File: config.mk
export PLATFORM = sky130hd
export DESIGN_NAME = cnn_result_collector
export DESIGN_NICKNAME = d
export VERILOG_FILES = /design/src/rtl/cnn_pkg.sv /design/src/rtl/cnn_result_collector.sv
export SDC_FILE = /design/constraint.sdc
export NUM_CORES = 1
export LEC_CHECK = 0
export BUFFER_PORTS_ARGS = -buffer_cell sky130_fd_sc_hd__buf_2
export CAP_MARGIN = 0
export CORE_UTILIZATION = 56
export DETAILED_ROUTE_END_ITERATION = 12
export GPL_TIMING_DRIVEN = 1
export PLACE_DENSITY = 0.86
export REMOVE_ABC_BUFFERS = 1
export SETUP_SLACK_MARGIN = 0.4
export SYNTH_ARGS = -nofsm -noshare
export SYNTH_HDL_FRONTEND = slang
export SYNTH_SLANG_ARGS = --single-unit
File: constraint.sdc
create_clock -name clk -period 6.1 [get_ports clk]
set_clock_uncertainty 0.05 [all_clocks]
set_input_delay 0.61 -clock clk [delete_from_list [all_inputs] [get_ports clk]]
set_output_delay 0.61 -clock clk [all_outputs]
set_load 0.05 [all_outputs]
File: src/rtl/cnn_pkg.sv
// Shared definitions for the CNN multi-core subsystem (core count, prediction width, FSM states).
package cnn_pkg;

  localparam int unsigned CNN_N_CORES   = 4;
  localparam int unsigned CNN_OUT_WIDTH = 32;

  typedef logic [CNN_OUT_WIDTH-1:0] pred_t;

  typedef enum logic [1:0] {
    ST_IDLE = 2'd0,
    ST_RUN  = 2'd1,
    ST_DONE = 2'd2
  } state_t;

endpackage

File: src/rtl/cnn_result_collector.sv
// Collects per-core CNN predictions for one batch and drains them in core-index
// order as a valid/ready stream, marking cores that miss the batch timeout.
module cnn_result_collector
  import cnn_pkg::*;
#(
  parameter int unsigned N_CORES   = CNN_N_CORES,
  parameter int unsigned OUT_WIDTH = CNN_OUT_WIDTH,
  parameter int unsigned TIMEOUT   = 4096,
  parameter int unsigned IDX_W     = $clog2(N_CORES)
) (
  input  logic                         clk,
  input  logic                         rst,
  input  logic                         start,
  input  logic [N_CORES-1:0]           core_done,
  input  logic [N_CORES*OUT_WIDTH-1:0] core_pred,
  output logic                         m_valid,
  input  logic                         m_ready,
  output logic [OUT_WIDTH-1:0]         m_data,
  output logic [IDX_W-1:0]             m_idx,
  output logic                         m_last,
  output logic                         m_err,
  output logic                         busy,
  output logic                         all_done,
  output logic                         timeout
);

  localparam int unsigned     CNT_W    = $clog2(TIMEOUT) + 1;
  localparam logic [CNT_W-1:0] CNT_MAX = CNT_W'(TIMEOUT - 1);
  localparam logic [IDX_W-1:0] IDX_LAST = IDX_W'(N_CORES - 1);

  state_t               r_state;
  state_t               w_state_nxt;
  logic [N_CORES-1:0]   r_captured;
  logic [N_CORES-1:0]   r_failed;
  logic [IDX_W-1:0]     r_ptr;
  logic [CNT_W-1:0]     r_cnt;
  logic                 r_timeout;
  logic [OUT_WIDTH-1:0] r_buf [N_CORES];

  logic                 w_run;
  logic                 w_valid;
  logic                 w_hs;
  logic                 w_last_hs;
  logic                 w_open;
  logic                 w_tmo_hit;
  logic [N_CORES-1:0]   w_new_cap;
  logic [N_CORES-1:0]   w_new_fail;

  // Handshake, capture and timeout qualifiers derived from registered state.
  always_comb begin
    w_run      = (r_state == ST_RUN);
    w_valid    = w_run && r_captured[r_ptr];
    w_hs       = w_valid && m_ready;
    w_last_hs  = w_hs && (r_ptr == IDX_LAST);
    w_open     = !w_run && start;
    w_new_cap  = w_run ? (core_done & ~r_captured) : '0;
    w_tmo_hit  = w_run && (r_cnt == CNT_MAX);
    // A core whose done arrives on the timeout edge is captured, not failed.
    w_new_fail = w_tmo_hit ? ~(r_captured | core_done) : '0;
  end

  // FSM state register.
  always_ff @(posedge clk) begin
    if (rst) r_state <= ST_IDLE;
    else     r_state <= w_state_nxt;
  end

  // FSM next-state logic: start is only honoured outside RUN.
  always_comb begin
    w_state_nxt = r_state;
    case (r_state)
      ST_IDLE: if (start)     w_state_nxt = ST_RUN;
      ST_RUN:  if (w_last_hs) w_state_nxt = ST_DONE;
      ST_DONE: if (start)     w_state_nxt = ST_RUN;
      default:                w_state_nxt = ST_IDLE;
    endcase
  end

  // Batch bookkeeping: capture/failed masks, read pointer, cycle counter, sticky timeout.
  always_ff @(posedge clk) begin
    if (rst) begin
      r_captured <= '0;
      r_failed   <= '0;
      r_ptr      <= '0;
      r_cnt      <= '0;
      r_timeout  <= 1'b0;
    end else if (w_open) begin
      r_captured <= '0;
      r_failed   <= '0;
      r_ptr      <= '0;
      r_cnt      <= '0;
      r_timeout  <= 1'b0;
    end else if (w_run) begin
      r_captured <= r_captured | w_new_cap | w_new_fail;
      r_failed   <= r_failed | w_new_fail;
      if (|w_new_fail) r_timeout <= 1'b1;
      if (r_cnt != CNT_MAX) r_cnt <= r_cnt + CNT_W'(1);
      // Wrap after the last beat so the pointer never leaves the buffer range.
      if (w_hs) r_ptr <= (r_ptr == IDX_LAST) ? '0 : r_ptr + IDX_W'(1);
    end
  end

  // Prediction buffers: first capture per batch wins; contents need no reset.
  always_ff @(posedge clk) begin
    for (int unsigned k = 0; k < N_CORES; k++) begin
      if (w_new_cap[k]) r_buf[k] <= core_pred[k*OUT_WIDTH +: OUT_WIDTH];
    end
  end

  // Stream outputs come straight from registers through one read mux.
  always_comb begin
    m_valid  = w_valid;
    m_idx    = r_ptr;
    m_last   = (r_ptr == IDX_LAST);
    m_err    = w_valid && r_failed[r_ptr];
    m_data   = (w_valid && !r_failed[r_ptr]) ? r_buf[r_ptr] : '0;
    busy     = w_run;
    all_done = (r_state == ST_DONE);
    timeout  = r_timeout;
  end

endmodule
-- After elaboration in Yosys (flattened, before gate mapping)
Memories as Yosys holds them, arrays and structs flattened. A register that Yosys moved wholly into a read port is not among the register bits.
Index checks and enable logic that the tools add are counted.
- bits in registers: 26
- memory bits (writable): 128
- memories kept: 1
- output and inout port bits: 40
- word-level logic and storage cells: 62
- bits of input ports: 136
- memory list (name ; depth ; bits a word ; rd ports ; clocked after Yosys merged registers in ; write ports ; RTL line ; source):
    r_buf ; 4 ; 32 ; 1 ; 1 ; 4 ; cnn_result_collector.sv:38 ; logic [OUT_WIDTH-1:0] r_buf [N_CORES];
- order comparisons: 1
- muxes and demuxes: 21
- reduce and logical (&&, ||, !) cells: 17
- bitwise operators: 7
- eq/ne operators: 7
- add/sub/neg operators: 2
- operator list (kind ; number):
    32-bit 2-to-1 mux ; 1
    4-bit OR ; 4
    13-bit by 1-bit adder with 13-bit output (second input constant) ; 1
    13-bit by 12-bit == test with 1-bit output (second input constant) ; 1
    13-bit by 12-bit != test with 1-bit output (second input constant) ; 1
    1-bit 2-to-1 mux ; 10
    2-bit 2-to-1 mux ; 5
    4-bit 2-to-1 mux ; 2
    4-bit inverter ; 2
    2-bit AND reduction ; 4
    1-bit logical AND ; 7
    4-bit AND ; 1
    1-bit binary-select mux with 2-bit select ; 2
    2-bit == test (second input constant) ; 2
    2-bit by 1-bit != test with 1-bit output (second input constant) ; 2
    2-bit case mux with 2 select lines ; 1
    2-bit OR reduction ; 2
    4-bit OR reduction ; 1
    2-bit by 3-bit < comparator with 1-bit output (second input constant) ; 1
    2-bit by 1-bit adder with 2-bit output (second input constant) ; 1
    2-bit by 1-bit == test with 1-bit output (second input constant) ; 1
    1-bit zero test ; 2
    2-bit zero test ; 1

-- Longest topological paths before layout
Gate-level depths: netlist (run 1).
- depth after elaboration: 7
- mapped depth: 6

-- Least setup slack after synthesis (run 1)
No wires, ideal clock.
- path kind: reg-to-reg
- from: register r_state[1]
- to: memory r_buf[0][0] in the netlist's numbering (enable)
- cell stages (with the launch flop): 4
- arrival: 3024 ps
- clock period less this slack: 3542 ps
- data required time: 5582 ps
- buffers on the path: 1
- setup slack: 2558 ps
- cell sequence: dfxtp_1 > nand2b_1 > buf_6 > nor3b_1
- RTL lines (element ; RTL line ; source):
    from (decl) ; cnn_result_collector.sv:31 ; state_t r_state;
    from (signal assigned) ; cnn_result_collector.sv:65 ; else r_state <= w_state_nxt;
    to (decl) ; cnn_result_collector.sv:38 ;

-- Final worst setup path (run 1)
- from: register r_state[1]
- to: output m_data[17]
- cells in the longest elaborated chain, start to end: 4
- ends and longest elaborated chain (element ; RTL line ; source):
    2-bit by 1-bit == test with 1-bit output ; cnn_result_collector.sv:51 ; w_run = (r_state == ST_RUN);
    1-bit logical AND ; cnn_result_collector.sv:52 ; w_valid = w_run && r_captured[r_ptr];
    1-bit logical AND ; cnn_result_collector.sv:116 ; m_data = (w_valid && !r_failed[r_ptr]) ? r_buf[r_ptr] : '0;
    32-bit 2-to-1 mux ; cnn_result_collector.sv:116 ;
    to (decl) ; cnn_result_collector.sv:18 ; output logic [OUT_WIDTH-1:0] m_data,
No other way between the ends.

==> results.json, run 1 <==
{
  "holdPathEnd": "r_buf[1][22]",
  "swShare": 0.205,
  "drive_gt1_frac": 0.479,
  "clock_latency_ns": 0.52,
  "clkTransAtPathRegs_ns": 0.06,
  "cts_buffer_depth": 2,
  "syn_avg_cell_area_sq_um": 18.0,
  "fp.coreArea_sq_mm": 0.0105,
  "tightestPinTransition_ns": 0.857,
  "grt-ovfl-total": 0,
  "antenna_found_initial": 0,
  "combPwrFrac": 0.059,
  "finish.net_count": 668,
  "cts_root_buf": "clkbuf_8",
  "crit_path_max_fanout": 22,
  "finalCritPeriodShare": 0.582,
  "internal_power_mw": 1.94,
  "outcome": "complete, no violations",
  "routed_wl_mm": 15.0,
  "grt_pass1_wl_mm": 22.4,
  "die_w_um": 107,
  "synth_xor_area_frac": 0.00143,
  "drt_iter0_drc": 381,
  "multi_input_area_sq_mm": 0.00164,
  "vias": 3934,
  "critPathLaunchType": "flip-flop",
  "final_util": 0.745,
  "synthFlopType": "edfxtp_1",
  "synth_seq_area_share": 0.720,
  "drc": 0,
  "cts.sinks": 156,
  "powerDensity_mw_per_mm2": 314,
  "synth_edf_count": 128,
  "finalHoldViolations": 0,
  "hp-start": "core_pred[54]",
  "slew_headroom": 0.429,
  "reg2reg_from": "r_state[1]",
  "drtPass1Iterations": 6,
  "r2r_setup_slack_ns": 3.96,
  "netlist_instances": 340,
  "place.gp.congestion": 0.911,
  "hpwlAfterDp_mm": 10.0,
  "r2r-end": "r_captured[0]",
  "seqPwrFrac": 0.501,
  "area_growth_pct": 27.4,
  "ant_nets": 0,
  "postCtsResizedCells": 0,
  "final-seq-area_sq_mm": 0.00441,
  "path_class": "flip-flop to output port",
  "synthAdderAreaFrac": 0.00409,
  "row_count": 37,
  "drv_slew": 0,
  "wl_per_cell_um": 22.1,
  "viasPerCell": 5.79,
  "ys_warn_count": 0,
  "yosys.area_share.simple": 0.0876,
  "io_buffers": 175,
  "post_cts.repair.setup_buffers": 0,
  "synthDistinctLibCells": 42,
  "cts_tree": "yes",
  "cp_data_arrival_time_ns": 2.89,
  "syn-cell-area_sq_mm": 0.00612,
  "track_usage": 0.278,
  "start_util": 0.585,
  "grt_max_degree": 33,
  "hold_path.class": "input pin to flip-flop",
  "grt_pass1_vias": 4068,
  "tritoncts.num_buffers": 17,
  "worst_r2r_path_depth": 4,
  "switchingPower_uw": 501,
  "period_needed_ns": 3.55,
  "max_freq_ghz": 0.282,
  "fill_cells": 644,
  "ys_async_sr_fraction": 0,
  "pwr-share-clk": 0.440,
  "die_area_sq_mm": 0.0113,
  "cp-end-kind": "output port",
  "htree_num_levels": 4,
  "synth_compound_area_frac": 0.0462,
  "power.leakage_nw": 2.94,
  "muxShareOfSynthArea": 0.125,
  "cts_hold_buffers": 0,
  "holdPathStages": 1,
  "n_antenna_cell": 0,
  "tns_ns": 0,
  "grt_setup_unrepaired": "no",
  "die_h_um": 107,
  "maxCapViolCount": 0,
  "ir_worst_vdd_mv": 0.247,
  "setup_viol": 0,
  "required_ns": 5.44,
  "io_pins": 176,
  "synth_seq_cells": 156,
  "synth_top_family_by_area": "multiplexers"
}
-- layout by cell type, fill, tap and decap left out, types with 2 or more instances in the layout --
master     count
nor2b_1       33
o21ai_1        2
edfxtp_1     128
o31ai_1        3
clkinv_4       2
o21ai_0        8
nand2b_1       2
a21oi_1       16
bufinv_16      4
clkbuf_16     16
a22o_1         5
mux4_2        34
nand4_1        2
nor3b_2        4
clkbuf_8       2
nor2_1         7
nand2_1        8
or4_1          2
and3b_1        2
nand3_1        7
buf_4         10
inv_1          4
or3_1          7
ha_1           2
clkinv_2       5
buf_2        175
nor3_1         4
dfxtp_1       26
dfxtp_2        2
-- worst max-delay path by stage --
stage                     slack [ns]        from          to  depth (start not counted)
after floorplan                 2.43    m_idx[0]   m_data[0]                          4
after global placement          3.22    m_idx[0]  m_data[27]                          6
after detailed placement        3.07  r_state[1]  m_data[17]                          7
after CTS                       2.54    m_idx[0]  m_data[17]                          6
after global routing            2.38  r_state[1]  m_data[15]                          7
final                           2.55  r_state[1]  m_data[17]                          7
-- cell families (layout without fill, tap and decap cells) --
group | count (synthesis) | count (layout)
AOI/OAI and AO/OA | 42 | 42
xor gates and xnor gates | 1 | 1
adders and majority gates | 2 | 2
buffers and inverters | 19 | 222
DFF | 156 | 156
muxes | 34 | 34
and+or+nand+nor | 86 | 86
-- per-stage QoR --
| step | instance area, sq um | instances | hold WS [ns] | setup WS, ns | total power, mW |
|---|---|---|---|---|---|
| after global routing | 7790 | 679 | 0.178 | 2.38 | 2.51 |
| after detailed placement | 7180 | 647 | 0.416 | 3.07 | 1.39 |
| final | 7790 | 679 | 0.207 | 2.55 | 2.44 |
| after global placement | 7180 | 647 | 0.412 | 3.22 | 1.38 |
| after floorplan | 6040 | 326 | 0.394 | 2.43 | 1.31 |
| after CTS | 7790 | 679 | 0.187 | 2.54 | 2.45 |
-- flip-flops by register name (all words and copies together), names as in the netlist, named ones only --
name and flops:
r_failed 4, timeout 1, r_buf 128, r_captured 4, m_idx 2, r_state 2
r_cnt 13
-- layer usage --
metal	vias to the layer above	track usage	share of wire
met5	-	0	0
met4	0	0.0763	0.0083
met3	14	0.0895	0.10
met2	234	0.468	0.52
met1	1945	0.347	0.38
li1	1741	-	-
-- final cells by class --
cell class | instances | share of cell area
sequential | 156 | 0.566
inverter | 5 | 0.00241
tap | 136 | 0.0218
clock inverter | 13 | 0.0223
multi-input combinational | 165 | 0.210
timing repair buffer | 185 | 0.122
clock buffer | 19 | 0.0554
-- worst max-delay path, cell delays in order, from the launching register on --
cell and delay, ns:
dfxtp_1 0.36, nand2b_1 0.48, inv_2 0.20, and2_1 0.23, nand2b_1 0.40, buf_4 0.37, nor2b_1 0.09, buf_2 0.22
-- cell usage after synthesis (6+ instances only) --
library cell	instances	area [sq um]
nand2_1	8	30.0
buf_2	6	30.0
o21ai_0	8	40.0
dfxtp_1	28	561
clkbuf_1	6	22.5
nor2_1	7	26.3
nand3_1	7	35.0
edfxtp_1	128	3840
mux4_2	34	766
or3_1	7	43.8
a21oi_1	16	80.1
nor2b_1	33	206
-- power groups by stage --
| stage | registers [mW] | logic, mW | clock network (mW) |
|---|---|---|---|
| 2_1_floorplan | 1.24 | 0.0652 | 0 |
| 3_3_place_gp | 1.24 | 0.138 | 0 |
| 3_5_place_dp | 1.25 | 0.143 | 0 |
| 4_1_cts | 1.22 | 0.145 | 1.08 |
| 5_1_grt | 1.23 | 0.155 | 1.13 |
| 6_report | 1.22 | 0.145 | 1.07 |
(Power assumes the default switching activity.)
==> inputs of run 2 (changes only) <==
--- a/config.mk
+++ b/config.mk
@@ -7,10 +7,10 @@
 export LEC_CHECK = 0
 export BUFFER_PORTS_ARGS = -buffer_cell sky130_fd_sc_hd__buf_2
 export CAP_MARGIN = 0
-export CORE_UTILIZATION = 56
+export CORE_UTILIZATION = 52
 export DETAILED_ROUTE_END_ITERATION = 12
 export GPL_TIMING_DRIVEN = 1
-export PLACE_DENSITY = 0.86
+export PLACE_DENSITY = 0.81
 export REMOVE_ABC_BUFFERS = 1
 export SETUP_SLACK_MARGIN = 0.4
 export SYNTH_ARGS = -nofsm -noshare
==> constraint.sdc (replaced) <==
create_clock -name clk -period 3.4 [get_ports clk]
set_clock_uncertainty 0.05 [all_clocks]
set_input_delay 0.34 -clock clk [delete_from_list [all_inputs] [get_ports clk]]
set_output_delay 0.34 -clock clk [all_outputs]
set_load 0.05 [all_outputs]
==> results.json, run 2 (synthesis gave the netlist of run 1 again) <==
{
  "outcome": "complete, no violations",
  "setup_viol": 0,
  "path_cells": "mux4_2, and2_1, nand2b_1, buf_6, nor2b_1, buf_2",
  "vias": 3853,
  "clkTransAtPathRegs_ns": 0.06,
  "grt_max_degree": 33,
  "die_w_um": 110,
  "cts_buffer_depth": 2,
  "critPathLaunchType": "flip-flop",
  "route.met3.wl_mm": 1.07,
  "die_h_um": 110,
  "slowest_delay_ns": 0.61,
  "io_pins": 176,
  "fp.coreArea_sq_mm": 0.0114,
  "wl_met2_mm": 7.23,
  "finalHoldViolations": 0,
  "met1_length_mm": 5.55,
  "required_ns": 3.01,
  "cts_hold_buffers": 0,
  "antenna_found_initial": 1,
  "slew_headroom": 0.396,
  "hpwlAfterDp_mm": 9.33,
  "path_class": "flip-flop to output port",
  "htree_num_levels": 4,
  "layout.cells.non_filler": 682,
  "drtPass1Iterations": 4,
  "cp_top_family": "multiplexers",
  "highest_layer": "met5",
  "area_growth_pct": 25.9,
  "maxCapViolCount": 0,
  "crit_path_max_fanout": 32,
  "largest_reg_flops": 128,
  "row_count": 39,
  "routed_wl_mm": 14.0,
  "layout_common_cells": "175 x buf_2, 128 x edfxtp_1, 34 x mux4_2",
  "tns_ns": 0,
  "hold_path.class": "input pin to flip-flop",
  "drt_iter0_drc": 380,
  "cp-end-kind": "output port",
  "dpl.cell_count": 652,
  "die_area_sq_mm": 0.0122,
  "final_common_cell": "buf_2",
  "grt-ovfl-total": 0,
  "io_buffers": 175,
  "ir_worst_vdd_mv": 0.480,
  "cp_data_arrival_time_ns": 2.40,
  "grt_pass1_vias": 4072,
  "grt_setup_unrepaired": "no",
  "power.leakage_nw": 2.89,
  "tritoncts.num_buffers": 17,
  "cts_root_buf": "clkbuf_16",
  "cts_tree": "yes",
  "drv_slew": 0,
  "max_freq_ghz": 0.358,
  "tightestPinTransition_ns": 0.906,
  "wl_per_cell_um": 20.5,
  "fill_cells": 807,
  "dpl_worst_slack_ns": 0.951,
  "worst-path-buf-inv": 2,
  "n_antenna_cell": 0,
  "ant_nets": 0,
  "finalCritPeriodShare": 0.822,
  "drive_gt1_frac": 0.469,
  "critPathSlowestCell": "mux4_2",
  "grt_pass1_wl_mm": 21.6,
  "start_util": 0.536,
  "place.gp.congestion": 0.870,
  "powerDensity_mw_per_mm2": 533,
  "cts.sinks": 156,
  "reg.largest.list": "r_buf: 128 flops, r_cnt: 13 flops",
  "setup_slack_ns": 0.607,
  "clock_latency_ns": 0.40,
  "finish.net_count": 666,
  "drc": 0,
  "track_usage": 0.238,
  "top_register": "r_buf",
  "period_needed_ns": 2.79,
  "viasPerCell": 5.65
}
## run 2: cell types whose count changed in the layout (fill, tap and decap cells not counted), moves of 2 or more
cell / previous run / this run
clkbuf_1: 1 / 3
bufinv_16: 4 / 1
clkinv_1: 1 / 3
buf_4: 10 / 7
clkbuf_8: 2 / 0
## run 2: path summary, 6_finish.rpt
check	from	end	slack, ns	depth (start not counted)
setup / recovery	m_idx[0]	m_data[5]	0.61	6
hold / removal	core_pred[55]	r_buf[1][23]	0.06	1
setup reg to reg	r_cnt[0]	timeout	1.44	5
hold reg to reg	r_failed[0]	r_failed[0]	0.43	1
## run 2: layout make-up
type,count,area [sq um],share of cell area
timing repair buffer,183,940,0.122
inverter,5,18.8,0.00244
sequential,156,4410,0.572
tap,143,179,0.0232
clock inverter,10,77.6,0.0101
clock buffer,20,437,0.0567
multi-input combinational,165,1640,0.213
## run 2: timing repair
item                                    CTS  global route
resized for setup                         0             2
setup buffers                             0             0
endpoints found under the setup margin    0            29
## run 2: routing by layer
metal,global-route usage,vias up
met1,0.296,1897
li1,-,1734
met2,0.399,208
met4,0.0684,2
met5,0,-
met3,0.0785,12
## run 2: through the flow
stage	total power, mW	hold slack [ns]	area (sq um)	utilization
final	4.10	0.0564	7700	0.674
after CTS	4.13	0.0368	7690	0.674
after global placement	2.47	0.408	7180	0.629
after global routing	4.24	0.0259	7700	0.674
after detailed placement	2.49	0.423	7180	0.629
after floorplan	2.35	0.362	6040	-
## run 2: report_power, final
part | switching, mW | total, mW | internal (mW) | leakage [nW]
clock | 0.671 | 1.66 | 0.985 | 0.252
combinational | 0.144 | 0.252 | 0.108 | 1.23
sequential | 0.0259 | 2.19 | 2.17 | 1.41
==> inputs of run 3 (changes only) <==
--- a/config.mk
+++ b/config.mk
@@ -7,10 +7,10 @@
 export LEC_CHECK = 0
 export BUFFER_PORTS_ARGS = -buffer_cell sky130_fd_sc_hd__buf_2
 export CAP_MARGIN = 0
-export CORE_UTILIZATION = 52
+export CORE_UTILIZATION = 47
 export DETAILED_ROUTE_END_ITERATION = 12
 export GPL_TIMING_DRIVEN = 1
-export PLACE_DENSITY = 0.81
+export PLACE_DENSITY = 0.77
 export REMOVE_ABC_BUFFERS = 1
 export SETUP_SLACK_MARGIN = 0.4
 export SYNTH_ARGS = -nofsm -noshare
==> constraint.sdc (replaced) <==
create_clock -name clk -period 2.26 [get_ports clk]
set_clock_uncertainty 0.05 [all_clocks]
set_input_delay 0.226 -clock clk [delete_from_list [all_inputs] [get_ports clk]]
set_output_delay 0.226 -clock clk [all_outputs]
set_load 0.05 [all_outputs]
==> results.json, run 3 (synthesis gave the netlist of run 1 again) <==
{
  "wl_met2_mm": 10.7,
  "fp.coreArea_sq_mm": 0.0127,
  "drv_slew": 0,
  "outcome": "finished with violations",
  "die_h_um": 116,
  "highest_layer": "met4",
  "area_growth_pct": 57.5,
  "required_ns": 1.98,
  "power.leakage_nw": 3.60,
  "hp-start": "rst",
  "tightestPinTransition_ns": 0.503,
  "final_common_cell": "buf_2",
  "row_count": 41,
  "critPathLaunchType": "flip-flop",
  "htree_num_levels": 4,
  "worst_r2r_path_depth": 5,
  "io_pins": 176,
  "maxCapViolCount": 0,
  "wl_per_cell_um": 24.7,
  "r2r-end": "r_failed[2]",
  "reg2reg_from": "r_cnt[0]",
  "viasPerCell": 5.69,
  "finish.net_count": 803,
  "holdPathEnd": "r_state[1]",
  "grt_pass1_wl_mm": 26.3,
  "die_area_sq_mm": 0.0135,
  "drc": 0,
  "route.met3.wl_mm": 1.91,
  "dpl_worst_slack_ns": 0.0928,
  "grt_setup_unrepaired": "yes",
  "cp-end-kind": "output port",
  "holdPathStages": 2,
  "track_usage": 0.279,
  "hpwlAfterDp_mm": 9.10,
  "final_util": 0.760,
  "max_freq_ghz": 0.424,
  "ir_worst_vdd_mv": 0.542,
  "top_register": "r_buf",
  "dpl.cell_count": 682,
  "met1_length_mm": 7.49,
  "layout.cells.non_filler": 853,
  "total_power_mw": 6.74,
  "grt_pass1_vias": 4824,
  "cts.sinks": 156,
  "critPathSlowestCell": "mux4_2",
  "vias": 4853,
  "cp_data_arrival_time_ns": 2.08,
  "ant_nets": 0,
  "start_util": 0.483,
  "reg.largest.list": "r_buf: 128 flops, r_cnt: 13 flops",
  "finalCritPeriodShare": 1.04,
  "layout_common_cells": "141 x buf_2, 128 x dlygate4sd3_1, 128 x edfxtp_1",
  "antenna_found_initial": 3,
  "slowest_delay_ns": 0.52,
  "io_buffers": 175,
  "powerDensity_mw_per_mm2": 700,
  "period_needed_ns": 2.36,
  "tritoncts.num_buffers": 17,
  "r2r_setup_slack_ns": 0.48,
  "cts_buffer_depth": 2,
  "cts_tree": "yes",
  "path_cells": "mux4_2, nand2b_4, buf_16, nor2b_1, buf_6",
  "failed_checks": "setup timing",
  "die_w_um": 116,
  "clkTransAtPathRegs_ns": 0.06,
  "clock_latency_ns": 0.42,
  "largest_reg_flops": 128,
  "path_class": "flip-flop to output port",
  "setup_viol": 32,
  "place.gp.congestion": 0.846,
  "drtPass1Iterations": 4,
  "routed_wl_mm": 21.1,
  "grt-ovfl-total": 0,
  "hold_path.class": "input pin to flip-flop",
  "grt_max_degree": 33,
  "drive_gt1_frac": 0.451,
  "cts_root_buf": "clkbuf_16",
  "setup_slack_ns": -0.101,
  "drt_iter0_drc": 456,
  "crit_path_max_fanout": 16,
  "slew_headroom": 0.662,
  "finalHoldViolations": 0
}
-- run 3: layout make-up --
type / instances / area, sq um
flip-flops and latches: 156 / 4410
fillers: 700 / 3040
repair buffers: 320 / 2630
multi-input cells: 165 / 1780
clock buffers: 17 / 425
well taps: 172 / 215
clock inverters: 15 / 144
inverters: 5 / 18.8
diodes: 3 / 7.51
-- run 3: stage by stage --
stage / hold WS [ns] / area, sq um / setup TNS (ns)
2_1_floorplan: 0.248 / 6040 / -203.84
3_3_place_gp: 0.353 / 7310 / 0
3_5_place_dp: 0.354 / 7310 / 0
4_1_cts: 0.0206 / 9470 / -1.10
5_1_grt: 0.0481 / 9630 / -3.76
6_report: 0.0369 / 9630 / -1.59
-- run 3: repair_timing --
item	CTS	global route
pin swaps	3	1
cloned	1	1
resized for setup	76	42
hold buffers	128	0
endpoints found under the setup margin	40	39
buffers inserted	6	0
endpoints found under the hold margin	128	0
-- run 3: worst max-delay path: cells and delay by family (launching register included) --
family	cells	cell delay (ns)
buffers and inverters	2	0.37
and+or+nand+nor	2	0.40
muxes	1	0.52
DFF	1	0.36
-- run 3: per-layer routing --
metal  vias up  global-route usage
met5         -                   0
met4         0               0.147
met3        76              0.0790
met2       362               0.483
met1      2396               0.313
li1       2019                   -
-- run 3: power by group --
group | leakage [nW] | internal (mW) | switching (mW)
logic | 1.93 | 0.347 | 0.300
clock network | 0.266 | 1.53 | 1.24
registers | 1.41 | 3.26 | 0.0577
total | 3.60 | 5.14 | 1.60
-- run 3: worst max path at each step --
stage	startpoint	endpoint	slack, ns	depth (start not counted)
2_1_floorplan	r_state[1]	r_buf[0][0]	-1.33	2
3_3_place_gp	m_idx[0]	m_data[24]	0.18	6
3_5_place_dp	m_idx[0]	m_data[19]	0.09	6
4_1_cts	m_idx[0]	m_data[17]	-0.06	6
5_1_grt	m_idx[0]	m_data[29]	-0.18	5
6_report	m_idx[0]	m_data[29]	-0.10	5
